$ cat config.mk
export PLATFORM = sky130hd
export DESIGN_NAME = ceespu_writeback_flat
export DESIGN_NICKNAME = d
export VERILOG_FILES = /design/src/rtl/ceespu_writeback_if.sv /design/src/rtl/ceespu_writeback.sv /design/src/flat_wrapper.sv
export SDC_FILE = /design/constraint.sdc
export NUM_CORES = 1
export LEC_CHECK = 0
export BUFFER_PORTS_ARGS = -buffer_cell sky130_fd_sc_hd__buf_2
export CAP_MARGIN = 30
export CORE_ASPECT_RATIO = 2
export CORE_MARGIN = 1.5
export CORE_UTILIZATION = 52
export DETAILED_ROUTE_END_ITERATION = 8
export PLACE_DENSITY = 0.93
export SYNTH_ARGS = -nofsm -noshare
export SYNTH_HDL_FRONTEND = slang
export SYNTH_SLANG_ARGS = --single-unit
$ cat constraint.sdc
create_clock -name I_clk -period 3.9 [get_ports I_clk]
set_input_delay 0.585 -clock I_clk [delete_from_list [all_inputs] [get_ports I_clk]]
set_output_delay 0.585 -clock I_clk [all_outputs]
set_load 0.1 [all_outputs]
$ cat src/rtl/ceespu_writeback_if.sv
// Execute/memory-to-writeback bundle: instruction handoff, data-memory response,
// register file write port and decode bypass.
interface ceespu_writeback_if;
    logic        I_valid;
    logic        O_ready;
    logic [4:0]  I_rd;
    logic        I_wen;
    logic [31:0] I_result;
    logic        I_is_load;
    logic [1:0]  I_load_size;
    logic        I_load_signed;
    logic [1:0]  I_addr_lo;
    logic        I_mem_valid;
    logic [31:0] I_mem_data;
    logic        O_we;
    logic [4:0]  O_selD;
    logic [31:0] O_dataD;
    logic        O_fwd_valid;
    logic [4:0]  O_fwd_sel;
    logic [31:0] O_fwd_data;
    logic        O_err;

    modport master (
        output I_valid, I_rd, I_wen, I_result, I_is_load, I_load_size,
               I_load_signed, I_addr_lo, I_mem_valid, I_mem_data,
        input  O_ready, O_we, O_selD, O_dataD, O_fwd_valid, O_fwd_sel,
               O_fwd_data, O_err
    );

    modport slave (
        input  I_valid, I_rd, I_wen, I_result, I_is_load, I_load_size,
               I_load_signed, I_addr_lo, I_mem_valid, I_mem_data,
        output O_ready, O_we, O_selD, O_dataD, O_fwd_valid, O_fwd_sel,
               O_fwd_data, O_err
    );
endinterface

$ cat src/rtl/ceespu_writeback.sv
// ceespu writeback stage: load wait/align/extend, one registered RF write per instruction.
// Define CEESPU_WB_FWD_EN to drive the same-cycle bypass; otherwise O_fwd_* are tied to 0.
//
// state      | meaning
// S_IDLE     | ready for an instruction; non-loads commit directly
// S_WAIT_MEM | load accepted, waiting for data-memory response or timeout
module ceespu_writeback #(
    parameter int TIMEOUT = 255
) (
    input  logic I_clk,
    input  logic I_rst,
    ceespu_writeback_if.slave wb
);
    typedef enum logic {S_IDLE, S_WAIT_MEM} state_t;

    localparam int CW = (TIMEOUT < 2) ? 1 : $clog2(TIMEOUT + 1);

    state_t        state_q, state_d;
    logic [CW-1:0] cnt_q, cnt_d, cnt_inc;
    logic [4:0]    rd_q, rd_d;
    logic          wen_q, wen_d;
    logic [1:0]    size_q, size_d;
    logic          sgn_q, sgn_d;
    logic [1:0]    alo_q, alo_d;
    logic          we_q, we_d;
    logic [4:0]    sel_q, sel_d;
    logic [31:0]   data_q, data_d;
    logic          err_q, err_d;

    logic          ready;
    logic          accept;
    logic [7:0]    byte_sel;
    logic [15:0]   half_sel;
    logic [31:0]   aligned;

    // Ready depends only on state and reset so upstream never sees a loop through I_valid.
    assign ready  = (state_q == S_IDLE) & ~I_rst;
    assign accept = wb.I_valid & ready;
    assign cnt_inc = cnt_q + CW'(1);

    always_comb begin
        case (alo_q)
            2'd0:    byte_sel = wb.I_mem_data[7:0];
            2'd1:    byte_sel = wb.I_mem_data[15:8];
            2'd2:    byte_sel = wb.I_mem_data[23:16];
            default: byte_sel = wb.I_mem_data[31:24];
        endcase
        half_sel = alo_q[1] ? wb.I_mem_data[31:16] : wb.I_mem_data[15:0];
        case (size_q)
            2'b00:   aligned = {{24{sgn_q & byte_sel[7]}}, byte_sel};
            2'b01:   aligned = {{16{sgn_q & half_sel[15]}}, half_sel};
            default: aligned = wb.I_mem_data;
        endcase
    end

    always_comb begin
        state_d = state_q;
        cnt_d   = cnt_q;
        rd_d    = rd_q;
        wen_d   = wen_q;
        size_d  = size_q;
        sgn_d   = sgn_q;
        alo_d   = alo_q;
        we_d    = 1'b0;
        sel_d   = sel_q;
        data_d  = data_q;
        err_d   = err_q;
        case (state_q)
            S_IDLE: begin
                if (accept) begin
                    if (wb.I_is_load) begin
                        rd_d    = wb.I_rd;
                        wen_d   = wb.I_wen;
                        size_d  = wb.I_load_size;
                        sgn_d   = wb.I_load_signed;
                        alo_d   = wb.I_addr_lo;
                        cnt_d   = '0;
                        state_d = S_WAIT_MEM;
                    end else begin
                        we_d   = wb.I_wen;
                        sel_d  = wb.I_rd;
                        data_d = wb.I_result;
                    end
                end
            end
            S_WAIT_MEM: begin
                // A response arriving on the timeout cycle still wins.
                if (wb.I_mem_valid) begin
                    we_d    = wen_q;
                    sel_d   = rd_q;
                    data_d  = aligned;
                    state_d = S_IDLE;
                end else if (cnt_inc == CW'(TIMEOUT)) begin
                    err_d   = 1'b1;
                    state_d = S_IDLE;
                end else begin
                    cnt_d = cnt_inc;
                end
            end
            default: state_d = S_IDLE;
        endcase
    end

    always_ff @(posedge I_clk or posedge I_rst) begin
        if (I_rst) begin
            state_q <= S_IDLE;
            cnt_q   <= '0;
            rd_q    <= '0;
            wen_q   <= 1'b0;
            size_q  <= '0;
            sgn_q   <= 1'b0;
            alo_q   <= '0;
            we_q    <= 1'b0;
            sel_q   <= '0;
            data_q  <= '0;
            err_q   <= 1'b0;
        end else begin
            state_q <= state_d;
            cnt_q   <= cnt_d;
            rd_q    <= rd_d;
            wen_q   <= wen_d;
            size_q  <= size_d;
            sgn_q   <= sgn_d;
            alo_q   <= alo_d;
            we_q    <= we_d;
            sel_q   <= sel_d;
            data_q  <= data_d;
            err_q   <= err_d;
        end
    end

    assign wb.O_ready = ready;
    assign wb.O_we    = we_q;
    assign wb.O_selD  = sel_q;
    assign wb.O_dataD = data_q;
    assign wb.O_err   = err_q;

`ifdef CEESPU_WB_FWD_EN
    assign wb.O_fwd_valid = we_q;
    assign wb.O_fwd_sel   = sel_q;
    assign wb.O_fwd_data  = data_q;
`else
    assign wb.O_fwd_valid = 1'b0;
    assign wb.O_fwd_sel   = '0;
    assign wb.O_fwd_data  = '0;
`endif
endmodule
$ cat src/flat_wrapper.sv
// flat-port wrapper written by rule: the top's interface ports become plain ports
module ceespu_writeback_flat 
#(
    parameter int TIMEOUT = 255
)
  (I_clk, I_rst, wb_I_valid, wb_I_rd, wb_I_wen, wb_I_result, wb_I_is_load, wb_I_load_size, wb_I_load_signed, wb_I_addr_lo, wb_I_mem_valid, wb_I_mem_data, wb_O_ready, wb_O_we, wb_O_selD, wb_O_dataD, wb_O_fwd_valid, wb_O_fwd_sel, wb_O_fwd_data, wb_O_err);
  ceespu_writeback_if wb_i ();
  input  logic I_clk;
  input  logic I_rst;
  input wire logic [$bits(wb_i.I_valid)-1:0] wb_I_valid;
  input wire logic [$bits(wb_i.I_rd)-1:0] wb_I_rd;
  input wire logic [$bits(wb_i.I_wen)-1:0] wb_I_wen;
  input wire logic [$bits(wb_i.I_result)-1:0] wb_I_result;
  input wire logic [$bits(wb_i.I_is_load)-1:0] wb_I_is_load;
  input wire logic [$bits(wb_i.I_load_size)-1:0] wb_I_load_size;
  input wire logic [$bits(wb_i.I_load_signed)-1:0] wb_I_load_signed;
  input wire logic [$bits(wb_i.I_addr_lo)-1:0] wb_I_addr_lo;
  input wire logic [$bits(wb_i.I_mem_valid)-1:0] wb_I_mem_valid;
  input wire logic [$bits(wb_i.I_mem_data)-1:0] wb_I_mem_data;
  output wire logic [$bits(wb_i.O_ready)-1:0] wb_O_ready;
  output wire logic [$bits(wb_i.O_we)-1:0] wb_O_we;
  output wire logic [$bits(wb_i.O_selD)-1:0] wb_O_selD;
  output wire logic [$bits(wb_i.O_dataD)-1:0] wb_O_dataD;
  output wire logic [$bits(wb_i.O_fwd_valid)-1:0] wb_O_fwd_valid;
  output wire logic [$bits(wb_i.O_fwd_sel)-1:0] wb_O_fwd_sel;
  output wire logic [$bits(wb_i.O_fwd_data)-1:0] wb_O_fwd_data;
  output wire logic [$bits(wb_i.O_err)-1:0] wb_O_err;
  assign wb_i.I_valid = wb_I_valid;
  assign wb_i.I_rd = wb_I_rd;
  assign wb_i.I_wen = wb_I_wen;
  assign wb_i.I_result = wb_I_result;
  assign wb_i.I_is_load = wb_I_is_load;
  assign wb_i.I_load_size = wb_I_load_size;
  assign wb_i.I_load_signed = wb_I_load_signed;
  assign wb_i.I_addr_lo = wb_I_addr_lo;
  assign wb_i.I_mem_valid = wb_I_mem_valid;
  assign wb_i.I_mem_data = wb_I_mem_data;
  assign wb_O_ready = wb_i.O_ready;
  assign wb_O_we = wb_i.O_we;
  assign wb_O_selD = wb_i.O_selD;
  assign wb_O_dataD = wb_i.O_dataD;
  assign wb_O_fwd_valid = wb_i.O_fwd_valid;
  assign wb_O_fwd_sel = wb_i.O_fwd_sel;
  assign wb_O_fwd_data = wb_i.O_fwd_data;
  assign wb_O_err = wb_i.O_err;
  ceespu_writeback #(.TIMEOUT(TIMEOUT)) u_core (.I_clk(I_clk), .I_rst(I_rst), .wb(wb_i));
endmodule
==> After elaboration in Yosys (flattened, before gate mapping) <==
Index checks and enable logic that the tools add are counted.
{ "word_totals": {"regBits": 59, "input_bits": 80} }
{ "op_classes": {"n_addsub": 1, "n_eq_ne": 10, "muxes": 25, "bitwise_logic": 7, "reduce_logical": 6} }
{ "op_table": {"columns": ["cell", "n"], "rows": [
  ["32-bit one-hot mux with 2 select lines", 2],
  ["32-bit two-way mux", 3],
  ["8-bit two-way mux", 4],
  ["8-bit one-hot mux with 3 select lines", 1],
  ["16-bit two-way mux", 1],
  ["8-bit one-hot mux with 2 select lines", 1],
  ["5-bit two-way mux", 3],
  ["2-bit != test, second input constant", 5],
  ["5-bit one-hot mux with 2 select lines", 1],
  ["3-bit AND reduction", 3],
  ["8-bit by 1-bit adder with 8-bit output, second input constant", 1],
  ["8-bit equality test, second input constant", 1],
  ["1-bit two-way mux", 7],
  ["1-bit AND", 4],
  ["2-bit by 1-bit equality test with 1-bit output, second input constant", 2],
  ["2-bit zero test", 2],
  ["1-bit one-hot mux with 2 select lines", 2],
  ["4-bit AND reduction", 1],
  ["1-bit NOT", 3],
  ["2-bit equality test, second input constant", 1],
  ["2-bit by 1-bit != test with 1-bit output, second input constant", 1]
]} }

==> Logic depth before layout (Yosys ltp) <==
{ "depth": {"word_depth": 6, "mapped_depth": 7, "ltp_nobuf": 6} }

==> Worst setup path before layout <==
Ideal clock, no wire load.
{ "synth_path": {"path_kind": "input to register", "startpoint": "input port I_rst", "endpoint": "register u_core.data_q[15], in the netlist u_core.wb.O_dataD[15]", "arrival_time_ns": 2.991, "required_ns": 3.796, "path_slack_ns": 0.805, "cell_stages": 7, "path_buffers": 2, "path_cell_list": "nor2_1 -> nand2_1 -> o21ai_1 -> buf_6 -> clkbuf_8 -> nor2_1 -> a221oi_1"} }
{ "synth_via": {"elab_chain_cells": 5} }
{ "synth_rtl": {"columns": ["element", "line", "source"], "rows": [
  ["start, declared", "flat_wrapper.sv:9", "input logic I_rst;"],
  ["1-bit NOT", "ceespu_writeback.sv:37", "assign ready = (state_q == S_IDLE) & ~I_rst;"],
  ["1-bit AND", "ceespu_writeback.sv:37", null],
  ["1-bit AND", "ceespu_writeback.sv:38", "assign accept = wb.I_valid & ready;"],
  ["2-bit by 1-bit != test with 1-bit output (no source line)", null, null],
  ["3-bit AND reduction (no source line)", null, null],
  ["end signal, assigned", "ceespu_writeback.sv:127", "data_q <= data_d;"],
  ["end, declared", "ceespu_writeback.sv:27", "logic [31:0] data_q, data_d;"]
]} }
Every way passes these cells.
A chain may end at the register's enable or synchronous reset.

==> Worst setup path in the final report <==
{ "layout_path": {"startpoint": "register u_core.size_q[1]", "endpoint": "register u_core.data_q[12], in the netlist u_core.wb.O_dataD[12]"} }
{ "layout_via": {"elab_chain_cells": 4} }
{ "layout_rtl": {"columns": ["element", "line", "source"], "rows": [
  ["start, declared", "ceespu_writeback.sv:22", "logic [1:0] size_q, size_d;"],
  ["start signal, assigned", "ceespu_writeback.sv:122", "size_q <= size_d;"],
  ["2-bit by 1-bit equality test with 1-bit output / 2-bit zero test (equally long branches)", "ceespu_writeback.sv:49", "case (size_q)"],
  ["32-bit one-hot mux with 2 select lines *", "ceespu_writeback.sv:49", null],
  ["32-bit two-way mux *", "ceespu_writeback.sv:88", "if (wb.I_mem_valid) begin"],
  ["32-bit one-hot mux with 2 select lines *", "ceespu_writeback.sv:68", "case (state_q)"]
]} }
Every way passes the cells marked *; elsewhere a longest branch is shown, timed or not. The select of a mux whose other input is x is not followed.

==> flow_summary.ini <==
[run_status]
status = finished clean

[sta]
min_period_over_period_pct = 64.2
hold_violations = 0
final-setup-viol-count = 0
rsz0062_at_grt = false
fmax_mhz = 400
setup_tns_ns = 0
relSlewSlack_pct = 35.1
whs_ns = 0.315
worst_pin_slew_ns = 0.970
fin_crit_ns = 2.50
clock_skew_ns = 0.00378
finalWorstSetupSlack_ns = 1.40
slew_viol_final = 0

[power_and_ir_drop]
p_int_uw = 1600
p_sw_uw = 1760
clkPwrFrac_pct = 23.3
power.density_nw_per_um2 = 759
p_comb_share_pct = 49.9
vdd_drop_max_uv = 464
p_sw_share_pct = 52.5
p_seq_share_pct = 26.8
leakagePower_uw = 0.00213

[clock_tree]
cts_root_buf = clkbuf_16
hold_buffers = 0
clkLatencyLatePin_ns = 0.33
cts_buffers = 9
cts_setup_buffers = 0
clkTransAtPathRegs_ns = 0.05
cts_resized = 0
cts.path.max_buffers = 2
clkSinkCount = 59
h-tree-depth = 3
cts_tree = built

[logic_synthesis]
synth_common_cells = nor2_1, dfrtp_1, nand2_1, buf_4, mux2i_1
synth_area_um2 = 3690
synth_ff_type = dfrtp_1
ys_ff_latch = 59
yosysTopAreaCell = dfrtp_1
yosysSeqAreaShare_pct = 40.0
synth.distinct_cells = 56
synth_warnings = 0
yosysTopAreaCellShare_pct = 40.0
synth.area.top_cells = dfrtp_1, buf_4, nor2_1
synth.most_common_cell = nor2_1
async_flop_share_pct = 100
synth_edf_count = 0
avgSynthCellArea_um2 = 9.06
netlist_instances = 407

[placed_design]
dp_hpwl_mm = 7.99
place_ws_ns = 1.33
io_buffer_count = 119
dp_cells = 595
gp_congestion = 0.906

[layout]
finish.utilization_pct = 64.3
final_cells = 610
drive_above_1_share_pct = 30.2
fillers = 605
antenna_cells = 0
finalNetCount = 598
area_delta_synth_final_pct = 20.1

[critical_path]
slowest_stage = dfrtp_1
critPathArrivalTime_ns = 2.66
cp-end-kind = register
crit_fanout = 21
cp-startpoint = u_core.size_q[1]$_DFFE_PP0P_
cp_num_buf_inv = 1
critPathTopFamily = compound AO/OA/AOI/OAI gates
setup.worst_path.class = reg2reg
crit_chain = clkinv_1 -> nand2_1 -> nor2_1 -> a21oi_1 -> a221oi_1
r2r-start = u_core.size_q[1]$_DFFE_PP0P_
crit_required_ns = 4.06
startpoint_type = register
cpPeakStageDelay_ns = 0.75

[die]
fp-row-count = 43
initial_core_util_pct = 53.5
design.core.area_um2 = 6890
ioPinCount = 158
die_h_um = 122
die_w_um = 62.5
fp.dieArea_um2 = 7640

[global_routing]
grt_pass1_wl_mm = 17.1
grt_usage_pct = 29.2
grt_pass1_vias = 3573
grt_max_degree = 50
grt_remaining_overflow = 0
antenna_found_initial = 0

[detailed_routing]
totalWireLength_mm = 10.8
num_vias = 3520
via_per_inst = 5.77
postRouteAntennaNets = 0
drt_iter0_drc = 251
wire_per_inst_um = 17.7
drc = 0
drtPass1Iterations = 5

[worst_hold_path]
hp-class = in2async

[run]
maxCapViolCount = 0
-- worst register-to-register path: stages, from the launching register on --
cell	delay [ns]
dfrtp_1	0.75
clkinv_1	0.43
nand2_1	0.23
nor2_1	0.06
a21oi_1	0.63
a221oi_1	0.24
-- cells by family after synthesis --
family,count (synthesis),synth area share (%)
AO/OA/AOI/OAI,95,21.4
XOR/XNOR,1,0.238
adder cells (fa/ha/maj),2,0.679
buffers and inverters,70,13.2
flip-flops,59,40.0
multiplexers,17,4.95
other,1,0.102
AND/OR/NAND/NOR,162,19.3
-- cell usage in the layout, fill, tap and decap left out, drive strengths merged, types with 2 or more instances in the layout --
master,count
buf,123
nor2,73
dfrtp,59
nand2,53
conb,38
a221oi,24
mux2i,16
clkbuf,13
o211ai,10
a31oi,9
nand2b,9
a21oi,8
a22oi,8
o21ai,8
nand3,7
o22a,7
a2bb2oi,7
inv,7
nor3,3
nor2b,3
nand3b,2
nand4,2
or3,2
o31ai,2
ha,2
clkinv,2
a211oi,2
and3,2
a21boi,2
-- per-stage QoR --
stage | total power, uW | instance area [um^2]
floorplan | 2310 | 3830
global placement | 2530 | 4130
detailed placement | 2570 | 4130
CTS | 3360 | 4430
global route | 3480 | 4430
finish | 3360 | 4430
-- power groups by stage --
| stage | Combinational, uW | Sequential (uW) | Clock (uW) |
|---|---|---|---|
| 3_5_place_dp | 1660 | 902 | 0 |
| 6_report | 1680 | 901 | 784 |
| 5_1_grt | 1750 | 919 | 820 |
| 2_1_floorplan | 611 | 1700 | 0 |
| 4_1_cts | 1670 | 895 | 792 |
| 3_3_place_gp | 1640 | 896 | 0 |
-- layout make-up --
type	instances	area (um^2)	area share, %
clock buffer	13	260	5.88
clock inverter	2	35.0	0.791
inverter	8	30.0	0.678
multi-input combinational	315	1870	42.3
sequential	59	1480	33.4
tap	90	113	2.54
timing repair buffer	123	638	14.4
-- registers in the layout, indices dropped and copies added (netlist names), 2 cells and up --
register,cells
u_core.alo_q,2
u_core.wb.O_dataD,32
u_core.cnt_q,8
u_core.rd_q,5
u_core.size_q,2
u_core.wb.O_selD,5
-- final timing paths --
path                                                endpoint  slack, ns  depth (start not counted)
max                        u_core.wb.O_dataD[12]$_DFFE_PP0P_       1.40                          5
min                                 u_core.state_q$_DFF_PP0_       0.31                          2
max reg2reg                u_core.wb.O_dataD[12]$_DFFE_PP0P_       1.40                          5
min reg2reg                      u_core.wb.O_err$_DFFE_PP0P_       0.46                          1
max in group asynchronous    u_core.wb.O_selD[3]$_DFFE_PP0P_       2.73                          3
min in group I_clk                u_core.rd_q[4]$_DFFE_PP0P_       0.46                          3
-- per-layer routing --
layer  vias to the layer above  routed length [um]  global-route usage, %
met1                      1667                3740                   29.4
li1                       1589                   -                      -
met5                         -                   0                      0
met2                       219                5720                   52.2
met3                        45                 760                   8.31
met4                         0                 588                   18.5
Note: power is estimated with default switching activity, not from simulation.
